<file path="src/rtl/ex_stage.sv">
// rtl/ex_stage.sv - pipeline execute stage with ALU, branch resolve and 32-cycle MULTU/DIVU unit
//
// Purpose: computes the EX result of one instruction per cycle and registers it
// into the EX/MEM outputs. MULTU/DIVU run on an iterative unit that writes the
// internal HI/LO registers and holds the pipeline with stall while it works.
//
// Ports:
//   clk, rst                  clock, synchronous active-high reset
//   PC                        PC+4 of the instruction in EX
//   Rt, Rd                    register specifiers
//   imm16                     immediate field
//   busA, busB                operand values
//   ExtOp, ALUSrc, RegDst,    decoded controls
//   R_type, MemWr, Branch,
//   MemtoReg, RegWr
//   ALUop                     I-type ALU operation
//   func                      R-type function field
//   stall                     combinational; upstream holds inputs while high
//   alu_result, store_data,   registered EX/MEM data
//   branch_target
//   dest_reg                  registered write specifier
//   MemWr_out, MemtoReg_out,  registered controls
//   RegWr_out, branch_taken
module ex_stage (
  input  logic        clk,
  input  logic        rst,
  input  logic [31:0] PC,
  input  logic [4:0]  Rt,
  input  logic [4:0]  Rd,
  input  logic [15:0] imm16,
  input  logic [31:0] busA,
  input  logic [31:0] busB,
  input  logic        ExtOp,
  input  logic        ALUSrc,
  input  logic        RegDst,
  input  logic        R_type,
  input  logic        MemWr,
  input  logic        Branch,
  input  logic        MemtoReg,
  input  logic        RegWr,
  input  logic [2:0]  ALUop,
  input  logic [5:0]  func,
  output logic        stall,
  output logic [31:0] alu_result,
  output logic [31:0] store_data,
  output logic [31:0] branch_target,
  output logic [4:0]  dest_reg,
  output logic        MemWr_out,
  output logic        MemtoReg_out,
  output logic        RegWr_out,
  output logic        branch_taken
);

  typedef enum logic {
    IDLE = 1'b0,
    BUSY = 1'b1
  } md_state_e;

  md_state_e   state_q, state_d;
  logic [4:0]  cnt_q, cnt_d;
  logic [31:0] hi_q, hi_d, lo_q, lo_d;
  // acc: product high half (MULTU) or partial remainder (DIVU)
  // sh : multiplier being consumed (MULTU) or dividend/quotient (DIVU)
  // opd: multiplicand (MULTU) or divisor (DIVU)
  logic [31:0] acc_q, acc_d, sh_q, sh_d, opd_q, opd_d;
  logic        div_q, div_d;

  logic [31:0] alu_result_q, store_data_q, branch_target_q;
  logic [4:0]  dest_reg_q;
  logic        mem_wr_q, mem_to_reg_q, reg_wr_q, branch_taken_q;

  logic [31:0] imm32, op_b, result;
  logic        is_multu, is_divu, md_op, start, last;

  assign imm32    = ExtOp ? {{16{imm16[15]}}, imm16} : {16'h0000, imm16};
  assign op_b     = ALUSrc ? imm32 : busB;
  assign is_multu = R_type & (func == 6'b011001);
  assign is_divu  = R_type & (func == 6'b011011);
  assign md_op    = is_multu | is_divu;
  assign start    = md_op & (state_q == IDLE);
  assign last     = (state_q == BUSY) & (cnt_q == 5'd31);
  assign stall    = start | ((state_q == BUSY) & ~last);

  always_comb begin
    result = 32'h0;
    if (!R_type) begin
      case (ALUop)
        3'b000: result = busA + op_b;
        3'b001: result = busA - op_b;
        3'b010: result = busA & op_b;
        3'b011: result = busA | op_b;
        3'b100: result = {31'h0, $signed(busA) < $signed(op_b)};
        3'b101: result = {31'h0, busA < op_b};
        3'b110: result = {imm16, 16'h0000};
        default: result = busA ^ op_b;
      endcase
    end else begin
      case (func)
        6'b100000: result = busA + op_b;
        6'b100010: result = busA - op_b;
        6'b100100: result = busA & op_b;
        6'b100101: result = busA | op_b;
        6'b100110: result = busA ^ op_b;
        6'b101010: result = {31'h0, $signed(busA) < $signed(op_b)};
        6'b101011: result = {31'h0, busA < op_b};
        6'b010000: result = hi_q;
        6'b010010: result = lo_q;
        default:   result = 32'h0;
      endcase
    end
  end

  // One shift-add multiply step: add multiplicand when the multiplier LSB is
  // set, then shift the 65-bit {carry, acc, sh} right by one.
  logic [32:0] mul_sum;
  logic [31:0] mul_acc, mul_sh;
  assign mul_sum = {1'b0, acc_q} + (sh_q[0] ? {1'b0, opd_q} : 33'h0);
  assign mul_acc = mul_sum[32:1];
  assign mul_sh  = {mul_sum[0], sh_q[31:1]};

  // One restoring divide step. With a zero divisor every step "succeeds",
  // which naturally yields quotient all-ones and remainder = dividend.
  logic [32:0] rem_sh;
  logic [31:0] div_diff, div_acc, div_sh;
  logic        div_ge;
  assign rem_sh   = {acc_q, sh_q[31]};
  assign div_ge   = rem_sh >= {1'b0, opd_q};
  assign div_diff = rem_sh[31:0] - opd_q;
  assign div_acc  = div_ge ? div_diff : rem_sh[31:0];
  assign div_sh   = {sh_q[30:0], div_ge};

  always_comb begin
    state_d = state_q;
    cnt_d   = cnt_q;
    acc_d   = acc_q;
    sh_d    = sh_q;
    opd_d   = opd_q;
    div_d   = div_q;
    hi_d    = hi_q;
    lo_d    = lo_q;
    case (state_q)
      IDLE: begin
        if (start) begin
          state_d = BUSY;
          cnt_d   = 5'd0;
          acc_d   = 32'h0;
          div_d   = is_divu;
          sh_d    = is_divu ? busA : busB;
          opd_d   = is_divu ? busB : busA;
        end
      end
      default: begin
        acc_d = div_q ? div_acc : mul_acc;
        sh_d  = div_q ? div_sh  : mul_sh;
        cnt_d = cnt_q + 5'd1;
        if (last) begin
          hi_d    = acc_d;
          lo_d    = sh_d;
          state_d = IDLE;
        end
      end
    endcase
  end

  always_ff @(posedge clk) begin
    if (rst) begin
      state_q <= IDLE;
      cnt_q   <= 5'd0;
      acc_q   <= 32'h0;
      sh_q    <= 32'h0;
      opd_q   <= 32'h0;
      div_q   <= 1'b0;
      hi_q    <= 32'h0;
      lo_q    <= 32'h0;
    end else begin
      state_q <= state_d;
      cnt_q   <= cnt_d;
      acc_q   <= acc_d;
      sh_q    <= sh_d;
      opd_q   <= opd_d;
      div_q   <= div_d;
      hi_q    <= hi_d;
      lo_q    <= lo_d;
    end
  end

  always_ff @(posedge clk) begin
    if (rst) begin
      alu_result_q    <= 32'h0;
      store_data_q    <= 32'h0;
      branch_target_q <= 32'h0;
      dest_reg_q      <= 5'd0;
      mem_wr_q        <= 1'b0;
      mem_to_reg_q    <= 1'b0;
      reg_wr_q        <= 1'b0;
      branch_taken_q  <= 1'b0;
    end else begin
      alu_result_q    <= result;
      store_data_q    <= busB;
      branch_target_q <= PC + {{14{imm16[15]}}, imm16, 2'b00};
      dest_reg_q      <= RegDst ? Rd : Rt;
      // Stalled cycles and MULTU/DIVU themselves leave as bubbles.
      if (stall | md_op) begin
        mem_wr_q       <= 1'b0;
        mem_to_reg_q   <= 1'b0;
        reg_wr_q       <= 1'b0;
        branch_taken_q <= 1'b0;
      end else begin
        mem_wr_q       <= MemWr;
        mem_to_reg_q   <= MemtoReg;
        reg_wr_q       <= RegWr;
        branch_taken_q <= Branch & (busA == busB);
      end
    end
  end

  assign alu_result    = alu_result_q;
  assign store_data    = store_data_q;
  assign branch_target = branch_target_q;
  assign dest_reg      = dest_reg_q;
  assign MemWr_out     = mem_wr_q;
  assign MemtoReg_out  = mem_to_reg_q;
  assign RegWr_out     = reg_wr_q;
  assign branch_taken  = branch_taken_q;

endmodule

</file>
<file path="config.mk">
export PLATFORM = sky130hd
export DESIGN_NAME = ex_stage
export DESIGN_NICKNAME = d
export VERILOG_FILES = /design/src/rtl/ex_stage.sv
export SDC_FILE = /design/constraint.sdc
export NUM_CORES = 1
export LEC_CHECK = 0
export BUFFER_PORTS_ARGS = -buffer_cell sky130_fd_sc_hd__clkbuf_2
export CAP_MARGIN = 20
export CORE_MARGIN = 2
export CORE_UTILIZATION = 55
export CTS_CLUSTER_DIAMETER = 200
export DETAILED_ROUTE_END_ITERATION = 8
export HOLD_SLACK_MARGIN = 0.12
export PLACE_DENSITY = 0.76
export SLEW_MARGIN = 30
export SYNTH_ARGS = -nofsm -noshare
export SYNTH_HDL_FRONTEND = slang
export SYNTH_SLANG_ARGS = --single-unit
</file>
<file path="constraint.sdc">
create_clock -name clk -period 5.71 [get_ports clk]
set_clock_uncertainty 0.15 [all_clocks]
set_input_delay 1.4275 -clock clk [delete_from_list [all_inputs] [get_ports clk]]
set_output_delay 1.4275 -clock clk [all_outputs]
set_load 0.01 [all_outputs]
</file>
# After elaboration in Yosys (flattened, before gate mapping)
# Cells that the tools add are included.
# word_totals
register_bits,272
output_inout_bits,106
elab_cells,84
# op_classes
n_mux,21
addsub,6
n_lt_le_gt_ge,3
n_bitwise,14
eq_ne,19
n_reduce_logical,5
# ops
cell,count
32-bit 2-to-1 mux,13
32-bit case mux with 9 select lines,1
32-bit case mux with 7 select lines,1
32-bit adder,2
32-bit < comparator,2
32-bit subtractor,2
6-bit == test (second input constant),7
32-bit by 32-bit adder with 33-bit output,1
33-bit by 32-bit >= comparator with 1-bit output,1
32-bit AND,1
32-bit == test,1
32-bit OR,1
32-bit XOR,1
6-bit by 5-bit == test with 1-bit output (second input constant),4
5-bit 2-to-1 mux,3
3-bit == test (second input constant),3
1-bit AND,6
3-bit by 2-bit == test with 1-bit output (second input constant),2
5-bit by 1-bit adder with 5-bit output (second input constant),1
5-bit == test (second input constant),1
2-bit AND reduction,2
3-bit by 1-bit == test with 1-bit output (second input constant),1
3-bit zero test,1
1-bit 2-to-1 mux,3
other kinds (4),7

# Depth between registers and ports, before layout
# depth
depth_word,7
ltp_mapped,17

# Worst setup path before layout
# OpenSTA, ideal clock, no wires.
# synth_timing
kind,input-to-reg
from,input ALUSrc
to,"register alu_result_q[29], in the netlist alu_result[29]"
slack_ns,0.577
n_path_buf,2
arrival_time_ns,4.856
path_stages,14
cell_sequence,clkbuf_1 buf_1 mux2i_1 ha_1 or2_2 a2111oi_2 o31ai_1 o311ai_1 a21boi_1 o41ai_2 o221a_2 o21bai_1 mux2i_1 or3_1
# synth_via
elab_chain_len,4
word_cells_on_any_way,9
cone_classes,add/sub: 2; mux: 4; bitwise: 3
# synth_lines
item,line_no,rtl
start: declaration,34,"input logic ALUSrc,"
32-bit 2-to-1 mux (*),76,assign op_b = ALUSrc ? imm32 : busB;
32-bit subtractor (tied with other cells),"89, 100",
32-bit case mux with 9 select lines / 32-bit case mux with 7 select lines (equally long branches),"98, 87",
32-bit 2-to-1 mux (*),86,if (!R_type) begin
end signal: assignment,198,alu_result_q <= result;
end: declaration,68,"logic [31:0] alu_result_q, store_data_q, branch_target_q;"
# Mark *: on every way between the ends. The rest lies on a longest branch, timed or not.
# A chain may end at the register's enable or synchronous reset.

# Worst setup path in the final report
# Ends and elaborated chain as after synthesis.

==> impl_summary.txt <==
----------------------------------------------------
[Route]
  Remaining antenna violation count ... 0
  Final routed wire length divided by cell count ... 25.8 um
  Total wirelength of the detailed-routed design ... approximately 100 mm
  Initial drt markers ... 2,865
  Residual DRC count ... 0
  Routed vias ... ~26k
  Average via count per standard cell ... 6.64
  Length of the first detailed-routing pass in iterations ... 7

[Logic synthesis]
  Top cells by area in the synthesized netlist ... dfxtp_1 (23%), ha_1 (11%), a21oi_1 (7.1%)
  Fraction of synthesized cell area taken by the top area cell type ... 0.231
  Count of flip-flops with a built-in enable after synthesis ... 0
  Mean instance size in the synthesized netlist ... 7.51 um2
  Async set or reset register ratio after synthesis ... 0
  Number of synthesized register bits ... 272
  Dominant synthesized flop cell ... dfxtp_1
  Synth Net Count ... 3,484
  Sequential cell area fraction in the yosys report ... 0.231
  Leading area contributor after synthesis ... dfxtp_1
  Library cell with the highest instance count after synthesis ... nor2_1
  Synth Instances ... 3,131
  Post-Synthesis Cell Area ... 23,500 um2
  Ranking of synthesized cells by instance count ... nor2_1 (347), a21oi_1 (332), dfxtp_1 (272)
  Warnings from Yosys ... 0
  Unique cell type count in the Yosys netlist ... 88

[Die]
  Overall die height ... 211 um
  Die X ... about 210 um
  Number of top-level design ports ... between 200 and 250
  DIE AREA ... 44,400 um2
  Starting utilization of the core area ... 0.560
  Floorplan row count ... 75
  Placeable core region ... 42,000 um2

[Placed design]
  HPWL Detailed ... 76.9 mm
  Worst setup timing slack at the placement stage ... 0.212 ns
  Port Buf Inserts ... about 250
  Placer congestion estimate ... about 1.1

[Power]
  Pwr Total ... 5.96 mW
  Power density over cell area ... approximately 220 nW/um2
  Highest ir drop seen on vdd ... 0.251 mV
  Combinational group share of total power ... 0.308
  Switching power ... slightly above 2 mW
  Internal cell power ... 3.89 mW
  Switching power as a share of total power ... 0.347
  Cell leakage power ... around 12 nW
  Clock network fraction of total power ... 0.358
  Part of the total power dissipated in sequential elements ... 0.334

[Clock tree]
  Insertion delay to the later sink of the worst-skew pair ... roughly 0.6 ns
  Clock-pin slew of the registers on the worst-case setup and hold paths ... 0.06 ns
  Max Root-Sink Buffers ... 3
  Resized cells post-CTS ... 0
  Root buffer selected by CTS ... clkbuf_16
  Setup Fix Bufs, Post-CTS ... 0
  Post-cts hold buffer count ... 0
  TritonCTS clock tree ... yes
  Level count of the clock H-tree ... 1
  CTS buffer count ... 31
  Clk sinks ... roughly 270

[STA]
  Maximum frequency from static timing analysis ... 0.198 GHz
  Worst setup margin ... 0.658 ns
  Slew @ Worst Pin ... 0.944 ns
  Final Cycle Share ... 0.885
  Final hold vios ... 0
  Sum Neg Setup Slack ... 0 ns
  Unrepaired setup endpoints after global routing ... no
  Worst relative slew slack ... 0.370
  Worst hold slack after final layout ... about 0.31 ns
  Max-slew violation count ... 0
  Period minus WS final ... approximately 5 ns
  Setup violations, final ... 0

[GRT]
  GR Util met2 ... 0.715
  Via count of the first global-routing pass ... about 25k
  Most heavily used metal layer in global routing ... met2
  Global Route met1 Usage ... 0.509
  Wire length of the first global-routing pass ... 149 mm
  Largest net degree at the start of global routing ... 99
  Congestion Overflow GR ... 0
  Antenna violations before repair ... 7
  M3 GR Usage ... 0.104
  Total global-route track usage ... 0.439

[Final layout]
  Area Growth Syn to Fin ... 13.0%
  Layout cells sized above 1 ... 0.141
  Nets ... 3,668
  Fin util ... 0.633

[Worst setup path]
  Critical R2R Capture ... hi_q[28]
  Start-to-end type of the worst setup path ... in -> reg
  Startpoint types ... input port
  Arrival time of the worst setup path ... 5.38 ns
  Register-to-register setup slack ... 1.40 ns
  Worst path required time ... 6.04 ns
  Worst Reg2Reg Path Length in Cells ... 14
  Launching element of the worst setup path ... ALUSrc
  Maximum fanout along the worst path ... 25
  End of the critical path ... alu_result[29]
  Critical Path End Type ... flip-flop
  Startpoint of the worst-slack reg-to-reg timing path ... sh_q[31]

[Min path]
  Hold Path Cell Cnt ... 2
  Hold path startpoint ... hi_q[3]
  Type of the most critical hold path ... reg -> reg

[Status]
  Status ... finished, final reports clean

[Run]
  Number of violations of the max-capacitance limit ... 0

----------------------------------------------------
-- power by group through the flow --
stage	Clock [mW]	Combinational (mW)	Sequential, mW
2_1_floorplan	0	1.11	2.06
3_3_place_gp	0	1.74	2.03
3_5_place_dp	0	1.76	2.03
4_1_cts	2.13	1.77	1.99
5_1_grt	2.20	1.95	2.00
6_report	2.13	1.83	1.99
-- per-layer routing --
metal  vias up  wire length (um)
met5         -                21
met4         4              8410
met2      1602             45100
met3       453             10200
li1      11600                 -
met1     12100             36600
-- area by class of cell --
class / count / area, um2
clock inverter: 17 / 213
inverter: 174 / 653
antenna: 4 / 10.0
timing repair buffer: 351 / 2060
clock buffer: 40 / 860
fill: 3733 / 15400
sequential: 272 / 5450
multi-input combinational: 2485 / 16700
tap: 539 / 674
-- cell usage in the layout, fill, tap and decap left out, drive strengths merged, types with 7 or more instances in the layout --
cell type  instances
nor2             347
a21oi            332
clkbuf           285
dfxtp            272
o21ai            244
ha               207
nand2            203
inv              171
mux2i            133
xnor2            118
a211oi           111
buf              106
a21o              77
nor2b             58
nor3              55
and2              46
nand3             43
o22ai             41
xor2              39
a31oi             30
o21bai            29
o211ai            28
nand2b            25
nand4             25
and3              24
o31ai             23
mux2              22
o21a              21
a221oi            20
nor4              15
a221o             13
or2               12
clkinv            11
o221ai             8
nor3b              8
a41oi              7
a22o               7
a22oi              7
-- worst max-delay path, stage by stage --
cell	delay [ns]
clkbuf_2	0.29
buf_12	0.24
mux2i_1	0.32
ha_1	0.35
nor2b_1	0.11
o31ai_1	0.23
o31ai_1	0.18
o311ai_1	0.56
a21boi_1	0.16
buf_4	0.18
o41ai_2	0.49
o221a_2	0.28
o21bai_1	0.07
mux2i_1	0.14
or3_1	0.34
-- worst min path at each step --
stage	to	slack, ns
floorplan	hi_q[12]	0.29
global placement	hi_q[3]	0.30
detailed placement	hi_q[3]	0.30
CTS	hi_q[3]	0.31
global route	cnt_q[3]	0.35
finish	hi_q[3]	0.31
-- cell families after synthesis --
family / Yosys count / share of synthesized area
buffers and inverters: 374 / 0.0615
multiplexers: 160 / 0.0719
XOR/XNOR: 157 / 0.0585
adder cells (fa/ha/maj): 212 / 0.114
AO/OA/AOI/OAI: 1069 / 0.288
flip-flops: 272 / 0.231
AND/OR/NAND/NOR: 887 / 0.175
-- metrics by stage --
| stage | instance area, um2 | cells |
|---|---|---|
| finish | 26600 | 3882 |
| global route | 26600 | 3879 |
| CTS | 26500 | 3877 |
| detailed placement | 25500 | 3820 |
| global placement | 25500 | 3820 |
| floorplan | 23500 | 3131 |
Note: power is estimated with default switching activity, not from simulation.
